$ cat config.mk
export PLATFORM = sky130hd
export DESIGN_NAME = board_ctrl
export DESIGN_NICKNAME = d
export VERILOG_FILES = /design/src/rtl/board_pkg.sv /design/src/rtl/btn_edge.sv /design/src/rtl/board_ctrl.sv
export SDC_FILE = /design/constraint.sdc
export NUM_CORES = 1
export LEC_CHECK = 0
export ABC_AREA = 1
export BUFFER_PORTS_ARGS = -buffer_cell sky130_fd_sc_hd__buf_2
export CAP_MARGIN = 20
export CORE_UTILIZATION = 63
export DETAILED_ROUTE_END_ITERATION = 8
export PLACE_DENSITY = 0.87
export SYNTH_ARGS = -nofsm -noshare
export SYNTH_HDL_FRONTEND = slang
export SYNTH_SLANG_ARGS = --single-unit
$ cat constraint.sdc
create_clock -name clock -period 5 [get_ports clock]
set_clock_uncertainty 0.15 [all_clocks]
set_input_delay 0.5 -clock clock [delete_from_list [all_inputs] [get_ports clock]]
set_output_delay 0.5 -clock clock [all_outputs]
set_load 0.02 [all_outputs]
$ cat src/rtl/board_pkg.sv
// Shared types for the board game controller: cell codes, FSM phases and
// the boat-count clamp.
package board_pkg;

   typedef enum logic [1:0] {
      CELL_EMPTY = 2'd0,
      CELL_BOAT  = 2'd1,
      CELL_HIT   = 2'd2,
      CELL_MISS  = 2'd3
   } cell_t;

   typedef enum logic [1:0] {
      PH_SETUP = 2'd0,
      PH_PLACE = 2'd1,
      PH_PLAY  = 2'd2,
      PH_DONE  = 2'd3
   } phase_t;

   function automatic logic [2:0] clamp(input logic [2:0] v,
                                        input logic [2:0] lo,
                                        input logic [2:0] hi);
      if (v < lo)      return lo;
      else if (v > hi) return hi;
      else             return v;
   endfunction

endpackage

$ cat src/rtl/btn_edge.sv
// Two-flop synchroniser plus rising-edge detector for one level button.
// o_rise is high for exactly one cycle per press, however long it is held.
module btn_edge (
   input  logic i_clk,
   input  logic i_rst_n,
   input  logic i_btn,
   output logic o_rise
);

   logic [1:0] r_sync;
   logic       r_prev;

   always_ff @(posedge i_clk or negedge i_rst_n) begin
      if (!i_rst_n) begin
         r_sync <= '0;
         r_prev <= 1'b0;
      end else begin
         r_sync <= {r_sync[0], i_btn};
         r_prev <= r_sync[1];
      end
   end

   assign o_rise = r_sync[1] & ~r_prev;

endmodule

$ cat src/rtl/board_ctrl.sv
// Single-player battleship-style board: boat placement, shooting, cursor
// movement and a registered display read port over a register-array board.
module board_ctrl
   import board_pkg::*;
#(
   parameter int BOARD_N   = 5,
   parameter int MAX_BOATS = 5,
   parameter int WRAP      = 1
) (
   input  logic                       clock,
   input  logic                       reset,
   input  logic                       direction,
   input  logic                       move_h,
   input  logic                       move_v,
   input  logic                       place_boat,
   input  logic                       fire,
   input  logic [2:0]                 amount_boats,
   input  logic [$clog2(BOARD_N)-1:0] rd_x,
   input  logic [$clog2(BOARD_N)-1:0] rd_y,
   output logic [1:0]                 rd_cell,
   output logic [$clog2(BOARD_N)-1:0] cursor_x,
   output logic [$clog2(BOARD_N)-1:0] cursor_y,
   output logic [1:0]                 phase,
   output logic [2:0]                 boats_left,
   output logic                       shot_valid,
   output logic                       shot_hit,
   output logic                       game_over
);

   localparam int              CW   = $clog2(BOARD_N);
   localparam int unsigned     N_U  = BOARD_N;
   localparam logic [CW-1:0]   LAST = CW'(BOARD_N - 1);

   logic w_mh_e, w_mv_e, w_place_e, w_fire_e;

   btn_edge u_mh    (.i_clk(clock), .i_rst_n(reset), .i_btn(move_h),     .o_rise(w_mh_e));
   btn_edge u_mv    (.i_clk(clock), .i_rst_n(reset), .i_btn(move_v),     .o_rise(w_mv_e));
   btn_edge u_place (.i_clk(clock), .i_rst_n(reset), .i_btn(place_boat), .o_rise(w_place_e));
   btn_edge u_fire  (.i_clk(clock), .i_rst_n(reset), .i_btn(fire),       .o_rise(w_fire_e));

   phase_t        r_state, w_state_nxt;
   cell_t         r_cells [BOARD_N][BOARD_N];
   cell_t         w_cur_cell;
   logic [CW-1:0] r_cur_x, r_cur_y;
   logic [2:0]    r_boats_left, r_target;
   logic [1:0]    r_rd_cell;
   logic          r_shot_valid, r_shot_hit;
   logic          w_setup_go, w_reload, w_do_place, w_do_fire;

   function automatic logic [CW-1:0] step(input logic [CW-1:0] c, input logic dir);
      if (dir) begin
         if (c == LAST) return (WRAP != 0) ? '0 : c;
         else           return c + CW'(1);
      end else begin
         if (c == '0)   return (WRAP != 0) ? LAST : c;
         else           return c - CW'(1);
      end
   endfunction

   assign w_cur_cell = r_cells[r_cur_y][r_cur_x];

   always_ff @(posedge clock or negedge reset) begin
      if (!reset) r_state <= PH_SETUP;
      else        r_state <= w_state_nxt;
   end

   // boats_left==0 is checked first so a late press in the exit cycle is dropped
   always_comb begin
      w_state_nxt = r_state;
      w_setup_go  = 1'b0;
      w_reload    = 1'b0;
      w_do_place  = 1'b0;
      w_do_fire   = 1'b0;
      unique case (r_state)
         PH_SETUP: if (w_place_e) begin
            w_setup_go  = 1'b1;
            w_state_nxt = PH_PLACE;
         end
         PH_PLACE: if (r_boats_left == '0) begin
            w_reload    = 1'b1;
            w_state_nxt = PH_PLAY;
         end else if (w_place_e && w_cur_cell == CELL_EMPTY) begin
            w_do_place = 1'b1;
         end
         PH_PLAY: if (r_boats_left == '0) begin
            w_state_nxt = PH_DONE;
         end else if (w_fire_e && (w_cur_cell == CELL_EMPTY || w_cur_cell == CELL_BOAT)) begin
            w_do_fire = 1'b1;
         end
         PH_DONE: ;
         default: w_state_nxt = PH_SETUP;
      endcase
   end

   always_ff @(posedge clock or negedge reset) begin
      if (!reset) begin
         for (int unsigned y = 0; y < N_U; y++)
            for (int unsigned x = 0; x < N_U; x++)
               r_cells[y][x] <= CELL_EMPTY;
         r_cur_x      <= '0;
         r_cur_y      <= '0;
         r_boats_left <= '0;
         r_target     <= '0;
         r_rd_cell    <= '0;
         r_shot_valid <= 1'b0;
         r_shot_hit   <= 1'b0;
      end else begin
         if (32'(rd_x) < N_U && 32'(rd_y) < N_U) r_rd_cell <= r_cells[rd_y][rd_x];
         else                                    r_rd_cell <= CELL_EMPTY;

         if (w_mh_e) r_cur_x <= step(r_cur_x, direction);
         if (w_mv_e) r_cur_y <= step(r_cur_y, direction);

         r_shot_valid <= w_do_fire;
         r_shot_hit   <= w_do_fire && (w_cur_cell == CELL_BOAT);

         if (w_setup_go) begin
            r_target     <= clamp(amount_boats, 3'd1, 3'(MAX_BOATS));
            r_boats_left <= clamp(amount_boats, 3'd1, 3'(MAX_BOATS));
         end
         if (w_reload) r_boats_left <= r_target;
         if (w_do_place) begin
            r_cells[r_cur_y][r_cur_x] <= CELL_BOAT;
            r_boats_left              <= r_boats_left - 3'd1;
         end
         if (w_do_fire) begin
            if (w_cur_cell == CELL_BOAT) begin
               r_cells[r_cur_y][r_cur_x] <= CELL_HIT;
               r_boats_left              <= r_boats_left - 3'd1;
            end else begin
               r_cells[r_cur_y][r_cur_x] <= CELL_MISS;
            end
         end
      end
   end

   assign rd_cell    = r_rd_cell;
   assign cursor_x   = r_cur_x;
   assign cursor_y   = r_cur_y;
   assign phase      = r_state;
   assign boats_left = r_boats_left;
   assign shot_valid = r_shot_valid;
   assign shot_hit   = r_shot_hit;
   assign game_over  = (r_state == PH_DONE);

endmodule
---- Word level (Yosys, flattened, before mapping) ----
Cells that the tools add are included.
cells by class
  add/sub/neg operators ................... 5
  magnitude comparators ................... 10
  equal/unequal tests ..................... 9
  multiplexer cells ....................... 47
  bitwise gates (word level) .............. 19
  reduce and logical (&&, ||, !) cells .... 14
operator list
  kind                                                        number
  two-way mux 50 bit                                          3
  binary-select mux 10 bit (select 3 bit)                     2
  AND 25 bit                                                  2
  two-way mux 10 bit                                          5
  NOT 25 bit                                                  2
  OR 25 bit                                                   2
  OR 50 bit                                                   1
  two-way mux 3 bit                                           13
  demux 10 bit (select 3 bit)                                 1
  two-way mux 2 bit                                           9
  >= comparator 4 bit, second input constant                  4
  NOT 3 -> 4 bit                                              4
  binary-select mux 2 bit (select 3 bit)                      2
  two-way mux 1 bit                                           10
  logical NOT 3 bit                                           3
  subtractor 3 x 1 -> 3 bit, second input constant            3
  less-than comparator 4 x 1 -> 1 bit, second input constant  2
  adder 3 x 1 -> 3 bit, second input constant                 2
  demux 2 bit (select 3 bit)                                  1
  equality test 3 bit, second input constant                  2
  logical AND 1 bit                                           6
  less-than comparator 3 bit, second input constant           2
  != test 2 bit, second input constant                        3
  case mux 2 bit (3 select lines)                             1
  other kinds (10)                                            19
word-level totals
  flip-flop bits (word level) ............. 80
  bits of input ports ..................... 16
  output and inout port bits .............. 16
  logic and storage cells ................. 145

---- Depth between registers and ports, before layout ----
Gate-level depths: netlist of the first run.
  depth in word-level cells ............... 16
  mapped depth ............................ 17

---- Cells and area by module ----
Synthesis of the first run repeated with hierarchy kept, for this count alone.
second synthesis, totals
  cells, all modules ...................... 734
  area total of the unflattened synthesis .. 5,056.1 sq um
modules (own cells, without submodules)
  module      instances  cells an instance  area an instance (sq um)
  board_ctrl  1          714                4,715.8
  btn_edge    4          5                  85.1

---- Worst setup path after synthesis of the first run ----
OpenSTA, ideal clock, no wires.
  kind .................................... register to register
  start ................................... register r_cur_y[1] (netlist: cursor_y[1])
  end ..................................... register r_cells[26] in the netlist's numbering
  data arrival time ....................... 1.939 ns
  required time ........................... 4.733 ns
  path slack .............................. 2.793 ns
  cell stages (with the launch flop) ...... 15
  period minus slack after synthesis ...... 2.207 ns
  cell sequence ........................... dfrtp_1 > buf_4 > nor2_4 > buf_2 > nand3_1 > nand3_1 > o21bai_1 > and2_1 > nand2_1 > nand2_2 > buf_2 > nand2_1 > nand2_1 > nand2_1 > nand2_1
between the ends
  cells in the longest elaborated chain, start to end .. 16
  elaborated cells between the ends (all ways) .. 30
ends and longest elaborated chain
  what                                                      RTL line                            text
  start, declared                                           board_ctrl.sv:44                    logic [CW-1:0] r_cur_x, r_cur_y;
  start signal, assigned                                    board_ctrl.sv:112                   if (w_mv_e) r_cur_y <= step(r_cur_y, direction);
  NOT 3 -> 4 bit (not written as such) *                    --
  binary-select mux 10 bit (select 3 bit)                   board_ctrl.sv:60                    assign w_cur_cell = r_cells[r_cur_y][r_cur_x];
  two-way mux 10 bit (not written as such) (2 in a row)     board_ctrl.sv:60
  binary-select mux 2 bit (select 3 bit)                    board_ctrl.sv:60
  two-way mux 2 bit (not written as such) (2 in a row)      board_ctrl.sv:60
  logical NOT 2 bit                                         board_ctrl.sv:82, board_ctrl.sv:87
  logical AND 1 bit                                         board_ctrl.sv:82                    end else if (w_place_e && w_cur_cell == CELL_EMPTY) begin
  two-way mux 1 bit                                         board_ctrl.sv:82
  two-way mux 1 bit                                         board_ctrl.sv:79                    PH_PLACE: if (r_boats_left == '0) begin
  two-way mux 1 bit                                         board_ctrl.sv:74                    unique case (r_state)
  two-way mux 50 bit                                        board_ctrl.sv:122                   if (w_do_place) begin
  OR 50 bit (no source line) or AND 25 bit (tied branches)  --
  two-way mux 50 bit                                        board_ctrl.sv:127                   if (w_cur_cell == CELL_BOAT) begin
  two-way mux 50 bit *                                      board_ctrl.sv:126                   if (w_do_fire) begin
  end signal, assigned by index                             board_ctrl.sv:123                   r_cells[r_cur_y][r_cur_x] <= CELL_BOAT;
  end signal, assigned by index                             board_ctrl.sv:128                   r_cells[r_cur_y][r_cur_x] <= CELL_HIT;
  end signal, assigned by index                             board_ctrl.sv:131                   r_cells[r_cur_y][r_cur_x] <= CELL_MISS;
  end, declared                                             board_ctrl.sv:42                    cell_t r_cells [BOARD_N][BOARD_N];
Mark *: on every way between the ends. The rest lies on a longest branch, timed or not. The select of a mux whose other input is x is not followed.
A chain may end at the register's enable or synchronous reset.

---- Final worst setup path of the first run ----
  start ................................... register r_cur_y[0] (netlist: cursor_y[0])
  end ..................................... register r_cells[18] in the netlist's numbering
The elaborated chain is that of the path after synthesis.

==> results.cfg, run 1 <==
[timing]
maxSlewHeadroom_pct = 28.6
max_freq_mhz = 261
final_hold_viol_count = 0
tns_ns = 0
fin_crit_ns = 3.83
final_max_slew_viol_count = 0
setup_violations = 0
fin_crit_sh_pct = 76.7
grt_setup_unrepaired = false
tightest_slew_ns = 1.07

[synthesis]
seq_area_frac_synth_pct = 39.9
synth_nets = 760
synth_cell_type_count = 35
synthFlopType = dfrtp_1
syn_avg_cell_area_um2 = 6.87
synth_edf_count = 0
ys_seq_elements = 80
synth_warnings = 0
synth_area_um2 = 5010
async_flop_share_pct = 100
syn-instance-count = 730

[grt]
grt_usage_pct = 35.9
antenna_found_initial = 0
grt_pass1_vias = 4737
gr-total-overflow = 0
grt_pass1_wl_um = 23000
grt_start_max_net_pins = 81

[cells_and_area]
most-common-layout-cells = nand2_1 (231), nand3_1 (80), dfrtp_1 (80), inv_1 (77), o21ai_0 (71)
final_common_cell = nand2_1
diodes = 0
syn_to_final_growth_pct = 7.09
final_area_um2 = 5370
nFillCells = 670
nNetsFinal = 777
drive_gt1_share_pct = 9.32

[die]
fp.dieH_um = 91.2
rows = 32
ioPinCount = 32
core_um2 = 7730
die_x_um = 91.2
start_util_pct = 64.9
die_area_um2 = 8320

[drt]
postRouteAntennaNets = 0
viasPerCell = 5.89
vias = 5022
remaining_drc_errors = 0
wl_per_cell_um = 16.6
dr.pass1.iters = 6
routed_wl_um = 14200
drt_iter0_markers = 462

[critical_path]
worst-path-max-fanout = 42
arrival_ns = 3.99
end_kind = flip-flop
critPathLaunchType = flip-flop
required_ns = 5.16
crit_type = flip-flop to flip-flop

[clocking]
cts-resized-gates = 0
post-cts-setup-buffer-count = 0
ctsHtreeMaxLevel = 3
cts_tree = done
root_buffer = clkbuf_8
clk_pin_slew_worst_paths_ns = 0.09
worstSkewPairLatency_ns = 0.38
cts_buffers = 9
clock-sinks = 80
clk_path_buf_depth = 2

[worst_hold_path]
hold_class = primary input to flip-flop

[placement]
gp_congestion = 1.01
dp_hpwl_um = 9600
io_buffers = 31
dpl_cell_area_um2 = 5170

[power_and_ir_drop]
power.total_mw = 2.45
p_sw_share_pct = 46.8
vdd_drop_max_mv = 0.214
power_density_nw_per_um2 = 457
p_seq_share_pct = 40.7
internal-power_mw = 1.31
p_switching_mw = 1.15
pwr-share-clk_pct = 17.5
power_frac_comb_pct = 41.8
leakage_nw = 2.87

[job]
drv_cap = 0

[outcome]
status = completed
## flip-flops by register name (all words and copies together), names as in the netlist
signal / cells
boats_left: 3
cursor_x: 3
cursor_y: 3
phase: 2
r_cells: 50
r_target: 3
rd_cell: 2
shot_hit: 1
shot_valid: 1
u_fire.r_prev: 1
u_fire.r_sync: 2
u_mh.r_prev: 1
u_mh.r_sync: 2
u_mv.r_prev: 1
u_mv.r_sync: 2
u_place.r_prev: 1
u_place.r_sync: 2
## per-stage QoR
stage	instances	setup WS (ns)	hold slack, ns	util (%)
after floorplan	730	2.79	0.0544	-
after global placement	836	1.49	0.183	66.9
after detailed placement	836	1.32	0.191	66.9
after CTS	851	1.31	0.0751	69.0
after global routing	853	0.834	0.0679	69.5
final	853	1.17	0.0683	69.5
## area by class of cell
class	count	area, um2	share of cell area, %
Clock buffer	10	128	2.38
Clock inverter	5	35.0	0.653
Inverter	85	319	5.94
Multi-Input combinational cell	536	2550	47.4
Sequential cell	80	2000	37.3
Tap cell	102	128	2.38
Timing Repair Buffer	35	210	3.92
## logic make-up after synthesis
group	Yosys count	share of synthesized area [%]
simple gates	390	32.8
xor+xnor	2	0.350
flops	80	39.9
fa+ha+maj	14	3.49
buf+inv	114	9.26
compound gates	130	14.2
## power groups by stage
stage / registers [mW] / logic [mW] / clock network [mW]
after floorplan: 0.973 / 0.732 / 0
after global placement: 0.999 / 0.957 / 0
after detailed placement: 1.00 / 0.997 / 0
after CTS: 0.992 / 1.00 / 0.430
after global routing: 1.02 / 1.15 / 0.455
final: 0.999 / 1.02 / 0.429
## what timing repair did
action / 4_1_cts / 5_1_grt
setup endpoints to repair: 0 / 0
endpoints found under the hold margin: 0 / 33
hold buffers: 0 / 1
## layer usage
metal	routed length [um]	global-route usage, %	up-vias
li1	-	-	2390
met5	0	0	-
met1	5880	47.3	2287
met3	1380	7.79	57
met2	6380	57.1	288
met4	544	15.3	0
## path summary, 6_finish.rpt
path                                     start                 to  slack (ns)  depth (start not counted)
worst max-delay path               cursor_y[0]        r_cells[18]        1.17                         12
worst min-delay path                place_boat  u_place.r_sync[0]        0.07                          1
worst max register to register     cursor_y[0]        r_cells[18]        1.17                         12
worst min register to register  u_mv.r_sync[0]     u_mv.r_sync[1]        0.21                          0
max in group asynchronous                reset        r_cells[42]        3.64                          3
min in group asynchronous                reset         r_cells[8]        0.47                          2
## Yosys cell counts (3+ instances only)
| master | number | area [um2] |
|---|---|---|
| o21ai_1 | 5 | 25.0 |
| ha_1 | 14 | 175 |
| dfrtp_1 | 80 | 2000 |
| or2_2 | 4 | 25.0 |
| o21ai_0 | 71 | 355 |
| clkbuf_1 | 11 | 41.3 |
| nand2_1 | 231 | 867 |
| a21oi_1 | 31 | 155 |
| nor2_1 | 56 | 210 |
| clkinv_1 | 6 | 22.5 |
| o22ai_1 | 3 | 18.8 |
| inv_1 | 77 | 289 |
| a31o_2 | 7 | 61.3 |
| o211ai_1 | 5 | 37.5 |
| o21bai_1 | 3 | 22.5 |
| nand3_1 | 80 | 400 |
| buf_2 | 14 | 70.1 |
| nor3_1 | 6 | 30.0 |
## worst max-delay path, stage by stage (launching register included)
cell and delay (ns):
dfrtp_1 0.83, inv_1 0.55, nand3_2 0.39, nor2_1 0.07
nor2_1 0.11, nand2_1 0.05, nand2_1 0.07, nand3_1 0.14
nor2_4 0.43, nand2_2 0.11, inv_2 0.59, nand2_1 0.14
nand2_1 0.10
Note: power is estimated with default switching activity, not from simulation.
==> run 2, diff against run 1 <==
- ABC_AREA: 1 -> 0
- CORE_UTILIZATION: 63 -> 60
- PLACE_DENSITY: 0.87 -> 0.84
- clock period: 5 -> 3.9 ns (I/O delays scaled with it)
==> run 2 against run 1 <==
Against the previous run:
- sequential cell count unchanged
- count of clock-buffer cells in the layout unchanged
- first-iteration DRC count down 7.1%
- global-route usage down 5.6 points
- sequential share of layout area up 4.2 points
- synthesized cell count down 45%
- combinational power up 35%
- design area down 10%
- via count down 31%
- maximum frequency up 22%
- register-to-register slack worse by 0.42 ns
- final cell count down 38%
==> results.cfg, run 2 <==
[outcome]
status = completed

[synthesis]
synth_nets = 428
syn_avg_cell_area_um2 = 11.0
synth_top_cell_by_area = dfrtp_1
synth_cell_type_count = 63
seq_area_frac_synth_pct = 45.8
async_flop_share_pct = 100
synthFlopType = dfrtp_1
yosysTopAreaCellShare_pct = 45.8
synthTopCellsByCount = dfrtp_1 (80), o21ai_0 (32), nand2_1 (26)
ys_seq_elements = 80
synth_warnings = 0
synthTopCellsByArea = dfrtp_1 (46%), mux4_2 (5.2%), ha_1 (4.0%), o21ai_0 (3.7%), mux2i_1 (3.4%)
yosysMostFrequentCell = dfrtp_1
synth_edf_count = 0
synth_area_um2 = 4370
syn-instance-count = 398

[timing]
fin_crit_ns = 3.15
final_max_slew_viol_count = 0
fin_crit_sh_pct = 80.7
final_hold_viol_count = 0
tightest_slew_ns = 0.867
whs_ns = 0.135
grt_setup_unrepaired = false
max_freq_mhz = 318
setup_violations = 0
maxSlewHeadroom_pct = 41.7
tns_ns = 0

[die]
start_util_pct = 63.3
fp.dieH_um = 87.4
ioPinCount = 32
core_um2 = 6910
rows = 30
die_x_um = 87.4
die_area_um2 = 7630

[critical_path]
crit_type = flip-flop to flip-flop
arrival_ns = 3.25
crit_buf_inv = 0
r2r_slack_ns = 0.75
worstPathCellList = mux2i_1 > o21ai_0 > a21oi_1 > nor4_1 > or2_1 > o21ba_2 > mux2_4
cpPeakStageDelay_ns = 0.83
required_ns = 4.00
cp_top_family = simple AND/OR/NAND/NOR gates
cpMaxStageDelayCell = dfrtp_1
worst-path-max-fanout = 18
critPathLaunchType = flip-flop
end_kind = flip-flop

[cells_and_area]
diodes = 0
most-common-layout-cells = dfrtp_1 (80), o21ai_0 (32), buf_2 (30), nand2_1 (26), nand2b_1 (19)
nNetsFinal = 458
drive_gt1_share_pct = 18.9
regMostFlops = r_cells
largest_reg_flops = 50
final_area_um2 = 4820
syn_to_final_growth_pct = 10.3
final_common_cell = dfrtp_1

[drt]
viasPerCell = 6.51
vias = 3444
wl_per_cell_um = 19.8
postRouteAntennaNets = 0
drt_iter0_markers = 429
routed_wl_um = 10500
dr.pass1.iters = 5
remaining_drc_errors = 0

[clocking]
clk_pin_slew_worst_paths_ns = 0.08
worstSkewPairLatency_ns = 0.37
root_buffer = clkbuf_8
cts-resized-gates = 0
cts_tree = done
clock-sinks = 80
ctsHtreeMaxLevel = 3
clk_path_buf_depth = 2
cts_buffers = 9

[power_and_ir_drop]
vdd_drop_max_mv = 0.496
p_sw_share_pct = 41.0
p_seq_share_pct = 38.9
power_density_nw_per_um2 = 698
pwr-share-clk_pct = 20.1
power_frac_comb_pct = 41.0
internal-power_mw = 1.99
leakage_nw = 2.16
p_switching_mw = 1.38

[grt]
gr-total-overflow = 0
grt_pass1_vias = 3341
grt_usage_pct = 30.3
grt_start_max_net_pins = 81
antenna_found_initial = 0
grt_pass1_wl_um = 17000

[placement]
io_buffers = 31
gp_congestion = 0.996
dpl_cell_area_um2 = 4520
dp_hpwl_um = 7220

[worst_hold_path]
hold_class = primary input to flip-flop

[job]
drv_cap = 0
run 2: changes by cell type in the layout (fill, tap and decap cells not counted), sizes merged, moves of 15 or more:
cell | previous run | this run
nand2 | 233 | 26
nand2b | 0 | 19
a21oi | 31 | 14
o21ai | 76 | 47
nand3 | 82 | 3
mux2i | 0 | 15
nor2 | 60 | 11
inv | 79 | 17
run 2: cell families after synthesis:
| logic type | after synthesis | share of synthesized area (%) |
|---|---|---|
| XOR/XNOR | 2 | 0.401 |
| adder cells (fa/ha/maj) | 14 | 4.01 |
| AND/OR/NAND/NOR | 97 | 12.3 |
| buffers and inverters | 38 | 4.87 |
| flip-flops | 80 | 45.8 |
| AO/OA/AOI/OAI | 135 | 22.0 |
| multiplexers | 32 | 10.6 |
run 2: power by group through the flow:
stage	Clock (mW)	Combinational (mW)	Sequential, mW
floorplan	0	1.11	1.24
global placement	0	1.30	1.30
detailed placement	0	1.35	1.32
CTS	0.687	1.36	1.30
global route	0.721	1.51	1.34
finish	0.677	1.38	1.31
run 2: area by class of cell:
cell class,instances,area [um2]
clock buffer,10,138
clock inverter,6,82.6
fill,530,2090
inverter,17,63.8
multi-input combinational,280,2160
sequential,80,2000
tap,96,120
timing repair buffer,40,258
run 2: metrics by stage:
stage / std cells / power [mW] / setup WS (ns) / utilization [%]
finish: 529 / 3.37 / 0.751 / 69.8
global route: 529 / 3.57 / 0.549 / 69.8
CTS: 527 / 3.35 / 0.831 / 69.3
detailed placement: 507 / 2.66 / 0.908 / 65.5
global placement: 507 / 2.60 / 0.971 / 65.5
floorplan: 398 / 2.35 / 1.35 / -
run 2: what timing repair did:
action,4_1_cts,5_1_grt
setup buffers,0,0
hold buffers,4,1
hold endpoints to repair,4,80
run 2: worst reg2reg max path, stage by stage (launching register included):
cell and delay (ns):
dfrtp_1 0.83, mux2i_1 0.25, o21ai_0 0.25, a21oi_1 0.12, nor4_1 0.73, or2_1 0.22, o21ba_2 0.19, mux2_4 0.29
run 2: path summary, 6_finish.rpt:
path,to,from,depth (start not counted)
max,boats_left[2],cursor_y[2],7
min,r_target[0],amount_boats[0],3
max reg2reg,boats_left[2],cursor_y[2],7
max in group asynchronous,r_cells[21],reset,3
min in group asynchronous,r_cells[7],reset,2
min reg2reg,u_mv.r_sync[1],u_mv.r_sync[0],0
run 2: per-layer routing:
metal  track usage, %  share of wire (%)  vias up
li1                 -                  -     1555
met1             40.2                 41     1683
met2             45.7                 47      170
met3             9.29                8.4       36
met4             14.2                3.7        0
met5                0                  0        -
